<file path="src/rtl/imem_fetch_ctrl_if.sv">
// Fetch-side bus bundle: instruction-memory read port, decode valid/ready
// handshake and the branch redirect request.
interface imem_fetch_ctrl_if;
  logic [63:0] imem_addr;
  logic [31:0] imem_data;
  logic        redirect_valid;
  logic [63:0] redirect_pc;
  logic        inst_valid;
  logic        inst_ready;
  logic [31:0] inst_data;
  logic [63:0] inst_pc;

  // Fetch controller side.
  modport master (
    output imem_addr,
    input  imem_data,
    input  redirect_valid,
    input  redirect_pc,
    output inst_valid,
    output inst_data,
    output inst_pc,
    input  inst_ready
  );

  // Memory / decode / branch-unit side.
  modport slave (
    input  imem_addr,
    output imem_data,
    output redirect_valid,
    output redirect_pc,
    input  inst_valid,
    input  inst_data,
    input  inst_pc,
    output inst_ready
  );
endinterface

</file>
<file path="src/rtl/imem_fetch_ctrl.sv">
// Instruction fetch sequencer: owns the fetch PC, waits RD_LAT cycles per access,
// buffers words in a 2-entry queue, handles redirects. Optional: FETCH_PERF_CNT_EN.
module imem_fetch_ctrl #(
  parameter int unsigned RD_LAT    = 2,
  parameter int unsigned BUF_DEPTH = 2,
  parameter logic [63:0] PC_STEP   = 64'd4
) (
  input  logic              CLK,
  input  logic              resetl,
  input  logic [63:0]       startpc,
  imem_fetch_ctrl_if.master bus,
  output logic              fetch_err
`ifdef FETCH_PERF_CNT_EN
  ,
  output logic [31:0]       fetch_cnt,
  output logic [31:0]       stall_cnt
`endif
);

  typedef enum logic [2:0] {
    S_BOOT,
    S_ISSUE,
    S_WAIT,
    S_HOLD,
    S_HALT
  } state_t;

  localparam logic [3:0] CNT_INIT = 4'(RD_LAT - 1);
  localparam logic [1:0] Q_FULL   = 2'(BUF_DEPTH);

  state_t      state, state_nx;
  logic [63:0] pc;
  logic [63:0] addr_q;
  logic [3:0]  cnt;

  logic [1:0]  q_count, q_count_nx;
  logic [31:0] hd_data, tl_data;
  logic [63:0] hd_pc, tl_pc;

  logic        redir, redir_ok, push, pop;
  logic [1:0]  wr_slot;

  assign bus.imem_addr  = addr_q;
  assign bus.inst_valid = (q_count != 2'd0) && (state != S_HALT);
  assign bus.inst_data  = hd_data;
  assign bus.inst_pc    = hd_pc;

  // NOTE: every signal written here gets a default first, so no path leaves
  // one unassigned and no latch is inferred.
  always_comb begin
    redir    = bus.redirect_valid && (state != S_BOOT) && (state != S_HALT);
    redir_ok = (bus.redirect_pc[1:0] == 2'b00);
    pop      = bus.inst_valid && bus.inst_ready;
    push     = (state == S_WAIT) && (cnt == 4'd0) && !redir;
    wr_slot  = q_count - {1'b0, pop};

    q_count_nx = q_count;
    if (redir)              q_count_nx = 2'd0;
    else if (push && !pop)  q_count_nx = q_count + 2'd1;
    else if (pop && !push)  q_count_nx = q_count - 2'd1;

    state_nx = state;
    case (state)
      S_BOOT:  state_nx = S_ISSUE;
      S_ISSUE: state_nx = S_WAIT;
      S_WAIT:  if (push) state_nx = (q_count_nx < Q_FULL) ? S_ISSUE : S_HOLD;
      S_HOLD:  if (pop) state_nx = S_ISSUE;
      S_HALT:  state_nx = S_HALT;
      default: state_nx = S_BOOT;
    endcase
    // Redirect outranks every other transition.
    if (redir) state_nx = redir_ok ? S_ISSUE : S_HALT;
  end

  // NOTE: sequential state uses non-blocking assignments so every register
  // samples pre-edge values regardless of statement order.
  always_ff @(posedge CLK or negedge resetl) begin
    if (!resetl) state <= S_BOOT;
    else         state <= state_nx;
  end

  always_ff @(posedge CLK or negedge resetl) begin
    if (!resetl) begin
      pc        <= '0;
      addr_q    <= '0;
      cnt       <= '0;
      fetch_err <= 1'b0;
    end else if (redir) begin
      if (redir_ok) pc <= bus.redirect_pc;
      else          fetch_err <= 1'b1;
    end else begin
      case (state)
        S_BOOT: pc <= startpc;
        S_ISSUE: begin
          addr_q <= pc;
          cnt    <= CNT_INIT;
        end
        S_WAIT: begin
          if (cnt != 4'd0) cnt <= cnt - 4'd1;
          else             pc  <= pc + PC_STEP;
        end
        default: ;
      endcase
    end
  end

  // NOTE: the queue entries are reset too, because the head feeds inst_data and
  // inst_pc directly and those must read zero out of reset.
  always_ff @(posedge CLK or negedge resetl) begin
    if (!resetl) begin
      q_count <= '0;
      hd_data <= '0;
      hd_pc   <= '0;
      tl_data <= '0;
      tl_pc   <= '0;
    end else begin
      q_count <= q_count_nx;
      if (!redir) begin
        if (pop) begin
          hd_data <= tl_data;
          hd_pc   <= tl_pc;
        end
        // Push lands in the slot left free after this edge's pop; it overrides the shift.
        if (push) begin
          if (wr_slot == 2'd0) begin
            hd_data <= bus.imem_data;
            hd_pc   <= addr_q;
          end else begin
            tl_data <= bus.imem_data;
            tl_pc   <= addr_q;
          end
        end
      end
    end
  end

`ifdef FETCH_PERF_CNT_EN
  always_ff @(posedge CLK or negedge resetl) begin
    if (!resetl) begin
      fetch_cnt <= '0;
      stall_cnt <= '0;
    end else if (redir) begin
      fetch_cnt <= '0;
      stall_cnt <= '0;
    end else begin
      if (push && (fetch_cnt != '1))               fetch_cnt <= fetch_cnt + 32'd1;
      if ((state == S_HOLD) && (stall_cnt != '1))  stall_cnt <= stall_cnt + 32'd1;
    end
  end
`endif

endmodule

</file>
<file path="src/flat_wrapper.sv">
// flat-port wrapper written by rule: the top's interface ports become plain ports
module imem_fetch_ctrl_flat 
#(
  parameter int unsigned RD_LAT    = 2,
  parameter int unsigned BUF_DEPTH = 2,
  parameter logic [63:0] PC_STEP   = 64'd4
)
  (CLK, resetl, startpc, fetch_err, bus_imem_addr, bus_imem_data, bus_redirect_valid, bus_redirect_pc, bus_inst_valid, bus_inst_data, bus_inst_pc, bus_inst_ready);
  imem_fetch_ctrl_if bus_i ();
  input  logic CLK;
  input  logic resetl;
  input  logic [63:0] startpc;
  output logic fetch_err;
  output wire logic [$bits(bus_i.imem_addr)-1:0] bus_imem_addr;
  input wire logic [$bits(bus_i.imem_data)-1:0] bus_imem_data;
  input wire logic [$bits(bus_i.redirect_valid)-1:0] bus_redirect_valid;
  input wire logic [$bits(bus_i.redirect_pc)-1:0] bus_redirect_pc;
  output wire logic [$bits(bus_i.inst_valid)-1:0] bus_inst_valid;
  output wire logic [$bits(bus_i.inst_data)-1:0] bus_inst_data;
  output wire logic [$bits(bus_i.inst_pc)-1:0] bus_inst_pc;
  input wire logic [$bits(bus_i.inst_ready)-1:0] bus_inst_ready;
  assign bus_imem_addr = bus_i.imem_addr;
  assign bus_i.imem_data = bus_imem_data;
  assign bus_i.redirect_valid = bus_redirect_valid;
  assign bus_i.redirect_pc = bus_redirect_pc;
  assign bus_inst_valid = bus_i.inst_valid;
  assign bus_inst_data = bus_i.inst_data;
  assign bus_inst_pc = bus_i.inst_pc;
  assign bus_i.inst_ready = bus_inst_ready;
  imem_fetch_ctrl #(.RD_LAT(RD_LAT), .BUF_DEPTH(BUF_DEPTH), .PC_STEP(PC_STEP)) u_core (.CLK(CLK), .resetl(resetl), .startpc(startpc), .bus(bus_i), .fetch_err(fetch_err));
endmodule
</file>
<file path="config.mk">
export PLATFORM = sky130hd
export DESIGN_NAME = imem_fetch_ctrl_flat
export DESIGN_NICKNAME = d
export VERILOG_FILES = /design/src/rtl/imem_fetch_ctrl_if.sv /design/src/rtl/imem_fetch_ctrl.sv /design/src/flat_wrapper.sv
export SDC_FILE = /design/constraint.sdc
export NUM_CORES = 1
export LEC_CHECK = 0
export BUFFER_PORTS_ARGS = -buffer_cell sky130_fd_sc_hd__buf_2
export CAP_MARGIN = 20
export CELL_PAD_IN_SITES_DETAIL_PLACEMENT = 1
export CELL_PAD_IN_SITES_GLOBAL_PLACEMENT = 2
export CORE_ASPECT_RATIO = 1.1
export CORE_UTILIZATION = 39
export DETAILED_ROUTE_END_ITERATION = 7
export HOLD_SLACK_MARGIN = 0.05
export PLACE_DENSITY = 0.9
export SLEW_MARGIN = 20
export SYNTH_ARGS = -nofsm -noshare
export SYNTH_HDL_FRONTEND = slang
export SYNTH_SLANG_ARGS = --single-unit
export TNS_END_PERCENT = 30
</file>
<file path="constraint.sdc">
create_clock -name CLK -period 6.1 [get_ports CLK]
set_clock_uncertainty 0.1 [all_clocks]
set_input_delay 0.305 -clock CLK [delete_from_list [all_inputs] [get_ports CLK]]
set_output_delay 0.305 -clock CLK [all_outputs]
set_load 0.02 [all_outputs]
</file>
Word-level counts from Yosys, hierarchy flattened
Index checks and enable logic that the tools add are counted.
{"block": "word_totals", "register_bits": 330, "input_bits": 164, "output_inout_bits": 162, "wordCells": 76}
{"block": "classes", "addsub": 5, "order_cmp": 1, "eq_ne": 10, "mux": 21, "bitwise_logic": 3, "n_reduce_logical": 26}
{"op": "64-bit 2-to-1 mux", "count": 6}
{"op": "64-bit case mux with 2 select lines", "count": 1}
{"op": "32-bit 2-to-1 mux", "count": 3}
{"op": "64-bit by 3-bit adder with 64-bit output (second input constant)", "count": 1}
{"op": "3-bit case mux with 5 select lines", "count": 1}
{"op": "3-bit 2-to-1 mux", "count": 4}
{"op": "3-bit AND reduction", "count": 3}
{"op": "1-bit logical AND", "count": 8}
{"op": "2-bit 2-to-1 mux", "count": 4}
{"op": "4-bit case mux with 2 select lines", "count": 1}
{"op": "3-bit by 2-bit equality test with 1-bit output (second input constant)", "count": 2}
{"op": "3-bit by 1-bit != test with 1-bit output (second input constant)", "count": 2}
{"op": "2-bit AND reduction", "count": 3}
{"op": "3-bit nonzero test", "count": 2}
{"op": "2-bit logical NOT", "count": 2}
{"op": "4-bit logical NOT", "count": 1}
{"op": "4-bit 2-to-1 mux", "count": 1}
{"op": "2-bit != test (second input constant)", "count": 2}
{"op": "2-bit nonzero test", "count": 2}
{"op": "4-bit nonzero test", "count": 1}
{"op": "4-bit by 1-bit subtractor with 4-bit output (second input constant)", "count": 1}
{"op": "3-bit by 1-bit equality test with 1-bit output (second input constant)", "count": 1}
{"op": "3-bit equality test (second input constant)", "count": 1}
{"op": "1-bit logical NOT", "count": 3}
{"op": "other kinds (8)", "count": 10}

Logic depth before layout (Yosys ltp)
Gate-level depths: netlist (run 1).
{"block": "logic_depth", "word_depth": 15, "depth_mapped": 10, "depth_no_buf": 8}

Least setup slack after synthesis (run 1)
Ideal clock, no wire load.
{"block": "synth_timing", "path_type": "register to register", "start": "register u_core.q_count[1]", "end": "register u_core.hd_pc[37], in the netlist u_core.bus.inst_pc[37]", "setup_time_ps": 128, "arrival_ps": 2420, "t_required_ps": 5872, "slack_ps": 3452, "stages_incl_launch_ff": 10, "n_path_buf": 2, "synth_period_minus_slack_ps": 2648, "path_cell_list": "dfrtp_1 inv_1 ha_1 a21oi_1 nand2_1 nor2_1 buf_2 buf_2 mux2_2 mux2_1"}
{"block": "synth_via", "elab_chain_cells": 7, "word_cells_on_any_way": 8, "cone_classes": "add/sub: 1; mux: 3; reduce/logical: 4"}
{"element": "from (decl)", "line_no": "imem_fetch_ctrl.sv:36", "text": "logic [1:0] q_count, q_count_nx;"}
{"element": "from (signal assigned)", "line_no": "imem_fetch_ctrl.sv:117", "text": "q_count <= q_count_nx;"}
{"element": "2-bit nonzero test (*)", "line_no": "imem_fetch_ctrl.sv:44", "text": "assign bus.inst_valid = (q_count != 2'd0) && (state != S_HALT);"}
{"element": "1-bit logical AND (*)", "line_no": "imem_fetch_ctrl.sv:44"}
{"element": "net bus_inst_valid", "line_no": "flat_wrapper.sv:18", "text": "output wire logic [$bits(bus_i.inst_valid)-1:0] bus_inst_valid;"}
{"element": "1-bit logical AND (*)", "line_no": "imem_fetch_ctrl.sv:53", "text": "pop = bus.inst_valid && bus.inst_ready;"}
{"element": "2-bit by 1-bit subtractor with 2-bit output", "line_no": "imem_fetch_ctrl.sv:55", "text": "wr_slot = q_count - {1'b0, pop};"}
{"element": "2-bit logical NOT", "line_no": "imem_fetch_ctrl.sv:125", "text": "if (wr_slot == 2'd0) begin"}
{"element": "64-bit 2-to-1 mux", "line_no": "imem_fetch_ctrl.sv:125"}
{"element": "64-bit 2-to-1 mux (*)", "line_no": "imem_fetch_ctrl.sv:124", "text": "if (push) begin"}
{"element": "to (signal assigned)", "line_no": "imem_fetch_ctrl.sv:121", "text": "hd_pc <= tl_pc;"}
{"element": "to (signal assigned)", "line_no": "imem_fetch_ctrl.sv:127", "text": "hd_pc <= addr_q;"}
{"element": "to (decl)", "line_no": "imem_fetch_ctrl.sv:38", "text": "logic [63:0] hd_pc, tl_pc;"}
The timed path passes the listed nets; every way through them passes the cells marked *.
A chain may end at the register's enable or synchronous reset.

Worst setup path after layout (run 1)
{"block": "layout_timing", "start": "register u_core.state[0]", "end": "register u_core.pc[21]"}
{"block": "layout_via", "elab_chain_cells": 5, "word_cells_on_any_way": 12, "cone_classes": "eq/ne: 4; mux: 2; reduce/logical: 6"}
{"element": "from (decl)", "line_no": "imem_fetch_ctrl.sv:31", "text": "state_t state, state_nx;"}
{"element": "from (signal assigned)", "line_no": "imem_fetch_ctrl.sv:79", "text": "else state <= state_nx;"}
{"element": "3-bit nonzero test", "line_no": "imem_fetch_ctrl.sv:51", "text": "redir = bus.redirect_valid && (state != S_BOOT) && (state != S_HALT);"}
{"element": "1-bit logical AND (2 in a row)", "line_no": "imem_fetch_ctrl.sv:51"}
{"element": "3-bit by 2-bit != test with 1-bit output (no source line), or another cell as far along"}
{"element": "3-bit AND reduction (no source line)"}
{"element": "to (signal assigned)", "line_no": "imem_fetch_ctrl.sv:89", "text": "if (redir_ok) pc <= bus.redirect_pc;"}
{"element": "to (signal assigned)", "line_no": "imem_fetch_ctrl.sv:93", "text": "S_BOOT: pc <= startpc;"}
{"element": "to (signal assigned)", "line_no": "imem_fetch_ctrl.sv:100", "text": "else pc <= pc + PC_STEP;"}
{"element": "to (decl)", "line_no": "imem_fetch_ctrl.sv:32", "text": "logic [63:0] pc;"}
Several ways; a longest one is shown, not always the timed one.

==> PnR_summary.wiki, run 1 <==
{| class="wikitable"
! Metric !! Value
|-
| Hpwl dp || 35100 microns
|-
| Final worst setup slack || 1.87 ns
|-
| Count of vias placed by the detailed router || 12655
|-
| Final-stage net count || 1883
|-
| Data required time at the worst endpoint || 6.44 ns
|-
| Vias in the first global route || 13870
|-
| Total negative setup slack || 0 ns
|-
| Syn avg cell area || 12.1 sq um
|-
| Proportion of synthesized flip-flops having asynchronous set or reset || 100%
|-
| Proportion of power drawn by combinational gates || 4.3%
|-
| Mapped Nets || 1491
|-
| Hold slack final || 0.0754 ns
|-
| DRT Pass-1 Iters || 5
|-
| Routability-driven placement congestion ratio || 0.874
|-
| Number of enable-type register cells in the synthesized netlist || 0
|-
| Max Cap Viol || 0
|-
| Final Hold Viols || 0
|-
| Max stage delay on crit path || 0.93 ns
|-
| Yosys reg bits || 330
|-
| Total power divided by cell area || 240 nW/um^2
|-
| Type of destination of the critical path || flop
|-
| Number of distinct standard cells referenced by the synthesized netlist || 67
|-
| Delay-heaviest family, CP || simple AND/OR/NAND/NOR gates
|-
| Initial cell density of the core || 39.6%
|-
| First-pass GRT wire length || 82400 microns
|-
| Overall Global Routing Usage || 25.2%
|-
| Row count || 77
|-
| Maximum level of the CTS H-tree || 2
|-
| IO Port Bufs || 325
|-
| Share of power burned in the clock network || 50.3%
|-
| Setup Buffers After CTS || 0
|-
| Buffering stage count on the worst path with inverters included || 2
|-
| Count of pins on the block boundary || 326
|-
| Clock Sink Count || 330
|-
| LEAKAGE || 10.2 nW
|-
| Gate Count Post-Synth || 1323
|-
| TritonCTS clock tree || done
|-
| Number of warnings reported in the yosys synthesis log || 0
|-
| Library cell used as clock root buffer || sky130_fd_sc_hd__clkbuf_16
|-
| Height of the die || 214 microns
|-
| Arrival time at the worst endpoint || 4.56 ns
|-
| Sequential share of the synthesized area || 51.8%
|-
| Final cell utilization of the core || 50.7%
|-
| Reg-to-reg setup timing slack || 1.87 ns
|-
| CTS Buffer Depth || 3
|-
| Initial drt markers || 630
|-
| Largest net degree at the start of global routing || 138
|-
| Proportion of power drawn by flip-flops and latches || 45.3%
|-
| CTS Buf Count || 37
|-
| Setup Crit Path Kind || reg2reg
|-
| Placeable core region || 40300 sq um
|-
| Cells along the critical path || nor3_2 -> a21oi_1 -> nand2b_2 -> buf_4 -> and3_1 -> a221oi_1 -> dlygate4sd3_1 -> o21ai_0
|-
| Filler Cells Inserted || 4293
|-
| DR DRC count || 0
|-
| Count of antenna-violating nets left after detailed routing || 0
|-
| Initial antenna violation count || 14
|-
| Area of the die || 41700 sq um
|-
| Normalized max-slew margin || 24.4%
|-
| Overflow left after global routing || 0
|-
| Dpl ws || 2.06 ns
|-
| Total wirelength of the detailed-routed design || 52600 microns
|-
| Cell with the biggest individual delay on the critical path || sky130_fd_sc_hd__nor3_2
|-
| Final period utilization || 69.3%
|-
| Die width || 195 microns
|-
| CP startpoint kind || flop
|-
| Layout cell share with drive strength beyond 1 || 44.0%
|-
| Area of the mapped netlist || 15900 sq um
|-
| Kind of path behind the tightest hold check || in2reg
|-
| Worst vdd rail ir drop || 0.224 mV
|-
| Maximum net fanout on the critical path || 42
|-
| Transition time at the pin with the least slew margin || 1.13 ns
|-
| Sw Ratio || 21.7%
|-
| Net Sw Power || 0.00106 W
|-
| Clk_lat worst skew || 0.53 ns
|-
| Clock-pin transition on the worst setup and hold timing paths || 0.07 ns
|-
| Clock period minus worst slack || 4.23 ns
|-
| Unrepaired setup endpoints after global routing || no
|-
| Dominant synthesized flop cell || sky130_fd_sc_hd__dfrtp_1
|-
| Via-per-instance ratio || 5.58
|-
| Number of max-slew violations in the final report || 0
|-
| Result of the run || finished clean
|-
| Synthesis-to-layout area growth || 28.2%
|-
| Total setup violations reported at the end of the flow || 0
|-
| Int Pwr || 0.00385 W
|-
| Drt wl/cell || 23.2 microns
|-
| Highest achievable clock rate || 237 MHz
|}
## per-stage QoR
step,instance area [sq um],power (W),std cells
after floorplan,15900,0.00230,1323
after global placement,18000,0.00242,2086
after detailed placement,18000,0.00243,2086
after CTS,20400,0.00497,2255
after global routing,20400,0.00507,2266
final,20400,0.00491,2267
## power groups by stage
stage | clock, W | sequential [W] | combinational (W)
floorplan | 0 | 0.00226 | 0.0000407
global placement | 0 | 0.00226 | 0.000159
detailed placement | 0 | 0.00227 | 0.000164
CTS | 0.00253 | 0.00223 | 0.000212
global route | 0.00261 | 0.00223 | 0.000233
finish | 0.00247 | 0.00223 | 0.000212
## kinds of logic after synthesis
| kind of cell | after synthesis | synth area share (%) |
|---|---|---|
| AO/OA/AOI/OAI | 211 | 8.58 |
| AND/OR/NAND/NOR | 281 | 9.16 |
| multiplexers | 357 | 25.2 |
| buffers and inverters | 99 | 2.72 |
| flip-flops | 330 | 51.8 |
| XOR/XNOR | 39 | 2.14 |
| adder cells (fa/ha/maj) | 6 | 0.439 |
## tightest hold or removal path: cells and delay by family
| kind | cells | cell delay [ns] |
|---|---|---|
| AOI/OAI and AO/OA | 1 | 0.16 |
| buffers and inverters | 1 | 0.08 |
| and+or+nand+nor | 1 | 0.11 |
## metal layers
layer	global-route usage [%]	vias up	share of wire [%]
met5	0	-	0.025
met4	9.74	2	3.3
met3	3.55	105	4.2
met2	43.0	363	50
met1	32.4	6526	42
li1	-	5659	-
## cell usage after synthesis (11+ instances only)
cell type / count / area [sq um]
sky130_fd_sc_hd__mux2_2: 348 / 3920
sky130_fd_sc_hd__dfrtp_1: 330 / 8260
sky130_fd_sc_hd__nor2_1: 70 / 263
sky130_fd_sc_hd__o21ai_0: 61 / 305
sky130_fd_sc_hd__nand2_1: 57 / 214
sky130_fd_sc_hd__a21oi_1: 46 / 230
sky130_fd_sc_hd__clkbuf_1: 43 / 161
sky130_fd_sc_hd__nand3_1: 38 / 190
sky130_fd_sc_hd__buf_2: 27 / 135
sky130_fd_sc_hd__and3_1: 25 / 156
sky130_fd_sc_hd__xnor2_1: 23 / 201
sky130_fd_sc_hd__nor3_1: 17 / 85.1
sky130_fd_sc_hd__xor2_1: 16 / 140
sky130_fd_sc_hd__a211oi_1: 14 / 105
sky130_fd_sc_hd__nand4_1: 13 / 81.3
sky130_fd_sc_hd__inv_1: 12 / 45.0
sky130_fd_sc_hd__nor4_1: 12 / 75.1
sky130_fd_sc_hd__a221oi_1: 11 / 96.3
sky130_fd_sc_hd__or3_1: 11 / 68.8
## sequential cells by signal (all words and copies together), names as in the netlist
signal                count
u_core.tl_pc             64
u_core.fetch_err          1
u_core.state              3
u_core.q_count            2
u_core.bus.inst_data     32
u_core.bus.inst_pc       64
u_core.tl_data           32
u_core.cnt                4
u_core.pc                64
u_core.bus.imem_addr     64
## what timing repair did
item	4_1_cts	5_1_grt
setup endpoints to repair	0	0
hold buffers	103	0
gates resized for setup	0	0
hold endpoints to repair	197	0
## layout make-up
cell class / count / area [sq um] / area share, %
multi-input cells: 894 / 7310 / 35.8
inverters: 12 / 45.0 / 0.220
clock inverters: 14 / 264 / 1.29
well taps: 513 / 642 / 3.14
flip-flops and latches: 330 / 8260 / 40.4
repair buffers: 440 / 2800 / 13.7
diodes: 12 / 30.0 / 0.147
clock buffers: 52 / 1080 / 5.31
## final timing paths
path	depth (start not counted)	to	from
setup / recovery	8	u_core.pc[21]	u_core.state[0]
hold / removal	3	u_core.pc[46]	bus_redirect_pc[46]
setup reg to reg	8	u_core.pc[21]	u_core.state[0]
hold reg to reg	1	u_core.fetch_err	u_core.fetch_err
max in group asynchronous	3	u_core.q_count[0]	resetl
min in group asynchronous	2	u_core.bus.imem_addr[51]	resetl
## placed cells by master (no fill, tap or decap), types with 5 or more instances in the layout
| cell | netlist | layout |
|---|---|---|
| sky130_fd_sc_hd__clkbuf_1 | 43 | 7 |
| sky130_fd_sc_hd__dlygate4sd3_1 | 0 | 103 |
| sky130_fd_sc_hd__nand2_1 | 57 | 57 |
| sky130_fd_sc_hd__o211ai_1 | 6 | 6 |
| sky130_fd_sc_hd__nor4_1 | 12 | 12 |
| sky130_fd_sc_hd__a21oi_1 | 46 | 45 |
| sky130_fd_sc_hd__nand4_1 | 13 | 13 |
| sky130_fd_sc_hd__a22o_1 | 7 | 7 |
| sky130_fd_sc_hd__a221oi_1 | 11 | 11 |
| sky130_fd_sc_hd__buf_2 | 27 | 324 |
| sky130_fd_sc_hd__o2bb2ai_1 | 6 | 6 |
| sky130_fd_sc_hd__mux2_2 | 348 | 348 |
| sky130_fd_sc_hd__clkbuf_16 | 0 | 39 |
| sky130_fd_sc_hd__and4_1 | 8 | 8 |
| sky130_fd_sc_hd__o221ai_1 | 10 | 10 |
| sky130_fd_sc_hd__o22ai_1 | 6 | 6 |
| sky130_fd_sc_hd__or3_1 | 11 | 11 |
| sky130_fd_sc_hd__bufinv_16 | 0 | 7 |
| sky130_fd_sc_hd__nand3_1 | 38 | 37 |
| sky130_fd_sc_hd__xor2_1 | 16 | 16 |
| sky130_fd_sc_hd__buf_4 | 7 | 8 |
| sky130_fd_sc_hd__mux2i_1 | 5 | 5 |
| sky130_fd_sc_hd__clkbuf_8 | 0 | 6 |
| sky130_fd_sc_hd__inv_1 | 12 | 12 |
| sky130_fd_sc_hd__nor3_1 | 17 | 16 |
| sky130_fd_sc_hd__diode_2 | 0 | 12 |
| sky130_fd_sc_hd__and3_1 | 25 | 25 |
| sky130_fd_sc_hd__a31oi_1 | 10 | 10 |
| sky130_fd_sc_hd__o21ai_0 | 61 | 60 |
| sky130_fd_sc_hd__a211oi_1 | 14 | 14 |
| sky130_fd_sc_hd__nor2_1 | 70 | 67 |
| sky130_fd_sc_hd__xnor2_1 | 23 | 23 |
| sky130_fd_sc_hd__a21o_1 | 5 | 5 |
| sky130_fd_sc_hd__dfrtp_1 | 330 | 330 |
No activity file was read; power rests on OpenSTA's default activity.
==> run 2: changes to the inputs <==
Settings changed: CORE_UTILIZATION 39 to 36, PLACE_DENSITY 0.9 to 0.84.
Clock period 6.1 ns to 3.9 ns, I/O delays scaled along.
==> run 2 against run 1 <==
Against the previous run:
- maximum frequency up 15%
- largest power group unchanged
- via count increased by 2.0%
- first-iteration DRC count decreased by 5.6%
- combinational power grew 75%
- cell count is 6.2% higher
- final area up 3.8%
- worst hold slack gained 0.00079 ns
- critical path type unchanged
- global-route usage fell by 1.1 points
- largest cell class unchanged
==> PnR_summary.wiki, run 2 (same netlist as run 1, synthesis figures left out) <==
{| class="wikitable"
! Metric !! Value
|-
| CTS Buffer Depth || 3
|-
| Vias in the first global route || 14333
|-
| Number of max-slew violations in the final report || 0
|-
| Dpl ws || 0.786 ns
|-
| Height of the die || 223 microns
|-
| Setup Crit Path Kind || reg2reg
|-
| Initial antenna violation count || 12
|-
| Via-per-instance ratio || 5.36
|-
| Final period utilization || 94.0%
|-
| Row count || 80
|-
| Clk_lat worst skew || 0.56 ns
|-
| Clock period minus worst slack || 3.66 ns
|-
| Final worst setup slack || 0.235 ns
|-
| Filler Cells Inserted || 4647
|-
| Synthesis-to-layout area growth || 33.0%
|-
| Result of the run || finished clean
|-
| Maximum net fanout on the critical path || 23
|-
| CTS Buf Count || 39
|-
| Largest net degree at the start of global routing || 99
|-
| Drt wl/cell || 22.5 microns
|-
| Unrepaired setup endpoints after global routing || no
|-
| Worst vdd rail ir drop || 0.222 mV
|-
| Max stage delay on crit path || 0.68 ns
|-
| Hpwl dp || 36400 microns
|-
| Total wirelength of the detailed-routed design || 54100 microns
|-
| First-pass GRT wire length || 84600 microns
|-
| Normalized max-slew margin || 28.1%
|-
| Overflow left after global routing || 0
|-
| Initial cell density of the core || 36.6%
|-
| Count of pins on the block boundary || 326
|-
| Final Hold Viols || 0
|-
| Total setup violations reported at the end of the flow || 0
|-
| Total power divided by cell area || 352 nW/um^2
|-
| Most frequent standard cell in the layout excluding fill and tap cells || sky130_fd_sc_hd__mux2_2
|-
| CP startpoint kind || flop
|-
| Overall Global Routing Usage || 24.2%
|-
| Summed area of non-filler cells in the final layout || 21200 sq um
|-
| TritonCTS clock tree || done
|-
| Cells along the critical path || nor3b_2 -> buf_4 -> nor2_1 -> buf_4 -> a22o_1 -> dlygate4sd3_1 -> a21oi_1 -> o41a_1 -> dlygate4sd3_1 -> nand2_1
|-
| Maximum level of the CTS H-tree || 2
|-
| Cell with the biggest individual delay on the critical path || sky130_fd_sc_hd__dfrtp_1
|-
| Final-stage net count || 1963
|-
| Clock Sink Count || 330
|-
| Die width || 203 microns
|-
| Hold slack final || 0.0762 ns
|-
| Total negative setup slack || 0 ns
|-
| Highest achievable clock rate || 273 MHz
|-
| Routability-driven placement congestion ratio || 0.814
|-
| DR DRC count || 0
|-
| Placeable core region || 43500 sq um
|-
| DRT Pass-1 Iters || 4
|-
| Post-detailed-placement cell area || 18300 sq um
|-
| Buffering stage count on the worst path with inverters included || 4
|-
| Clock-pin transition on the worst setup and hold timing paths || 0.06 ns
|-
| Transition time at the pin with the least slew margin || 1.08 ns
|-
| Power, Total || 0.00746 W
|-
| Initial drt markers || 595
|-
| Leading cell types in the layout, fill and taps excluded || sky130_fd_sc_hd__mux2_2, sky130_fd_sc_hd__dfrtp_1, sky130_fd_sc_hd__buf_2, sky130_fd_sc_hd__dlygate4sd3_1, sky130_fd_sc_hd__nor2_1
|-
| Max Cap Viol || 0
|-
| Area of the die || 45100 sq um
|-
| Library cell used as clock root buffer || sky130_fd_sc_hd__clkbuf_16
|-
| Count of antenna-violating nets left after detailed routing || 0
|-
| Data required time at the worst endpoint || 4.24 ns
|-
| Kind of path behind the tightest hold check || in2reg
|-
| Type of destination of the critical path || flop
|-
| IO Port Bufs || 325
|-
| Delay-heaviest family, CP || buffers and inverters
|-
| LEAKAGE || 10.6 nW
|-
| Layout cell share with drive strength beyond 1 || 43.3%
|-
| Count of vias placed by the detailed router || 12905
|-
| Arrival time at the worst endpoint || 4.01 ns
|}
[run 2: changes by cell type in the layout (fill, tap and decap cells not counted), sizes merged]
| cell | delta |
|---|---|
| buf | +17 |
| bufinv | -5 |
| clkbuf | -4 |
| clkinv | +11 |
| clkinvlp | +2 |
| diode | -2 |
| dlygate4sd3 | +61 |
[run 2: area by class of cell]
type / count / area, sq um / area share [%]
timing repair buffer: 518 / 3600 / 17.0
antenna: 10 / 25.0 / 0.118
multi-input combinational: 894 / 7320 / 34.5
tap: 574 / 718 / 3.39
sequential: 330 / 8260 / 38.9
clock inverter: 22 / 184 / 0.867
clock buffer: 48 / 1060 / 5.00
inverter: 12 / 45.0 / 0.212
[run 2: per-layer routing]
layer  share of wire (%)  GRT usage (%)  wire [microns]
met3                 4.8           4.21            2570
met4                 4.5           12.4            2430
met1                  42           30.3           22700
met5               0.024              0              13
met2                  49           39.9           26300
[run 2: report_power, final]
| group | leakage, nW | total (W) | switching [W] | internal, W |
|---|---|---|---|---|
| clock network | 0.610 | 0.00360 | 0.00153 | 0.00208 |
| logic | 5.43 | 0.000371 | 0.000176 | 0.000196 |
| registers | 4.52 | 0.00348 | 0.0000391 | 0.00344 |
| total | 10.6 | 0.00746 | 0.00174 | 0.00572 |
[run 2: worst register-to-register path, stage by stage (launching register included)]
cell,delay [ns]
sky130_fd_sc_hd__dfrtp_1,0.68
sky130_fd_sc_hd__nor3b_2,0.34
sky130_fd_sc_hd__buf_4,0.34
sky130_fd_sc_hd__nor2_1,0.19
sky130_fd_sc_hd__buf_4,0.24
sky130_fd_sc_hd__a22o_1,0.20
sky130_fd_sc_hd__dlygate4sd3_1,0.56
sky130_fd_sc_hd__a21oi_1,0.16
sky130_fd_sc_hd__o41a_1,0.15
sky130_fd_sc_hd__dlygate4sd3_1,0.55
sky130_fd_sc_hd__nand2_1,0.05
[run 2: path summary, 6_finish.rpt]
| kind | startpoint | end | slack (ns) | depth (start not counted) |
|---|---|---|---|---|
| worst max-delay path | u_core.state[1] | u_core.pc[56] | 0.24 | 10 |
| worst min-delay path | startpc[12] | u_core.pc[12] | 0.08 | 5 |
| worst max register to register | u_core.state[1] | u_core.pc[56] | 0.24 | 10 |
| worst min register to register | u_core.fetch_err | u_core.fetch_err | 0.36 | 1 |
| max in group asynchronous | resetl | u_core.tl_pc[62] | 2.55 | 3 |
| min in group asynchronous | resetl | u_core.tl_pc[47] | 0.21 | 2 |
[run 2: metrics by stage]
step	utilization (%)	cells
2_1_floorplan	-	1323
3_3_place_gp	42.0	2164
3_5_place_dp	42.0	2164
4_1_cts	48.6	2398
5_1_grt	48.7	2406
6_report	48.7	2408
[run 2: what timing repair did]
action                                 in CTS  in global routing
setup endpoints to repair                   0                  1
setup buffers                               0                  0
resized for setup                           0                  1
hold buffers                              164                  0
endpoints found under the hold margin     224                  0
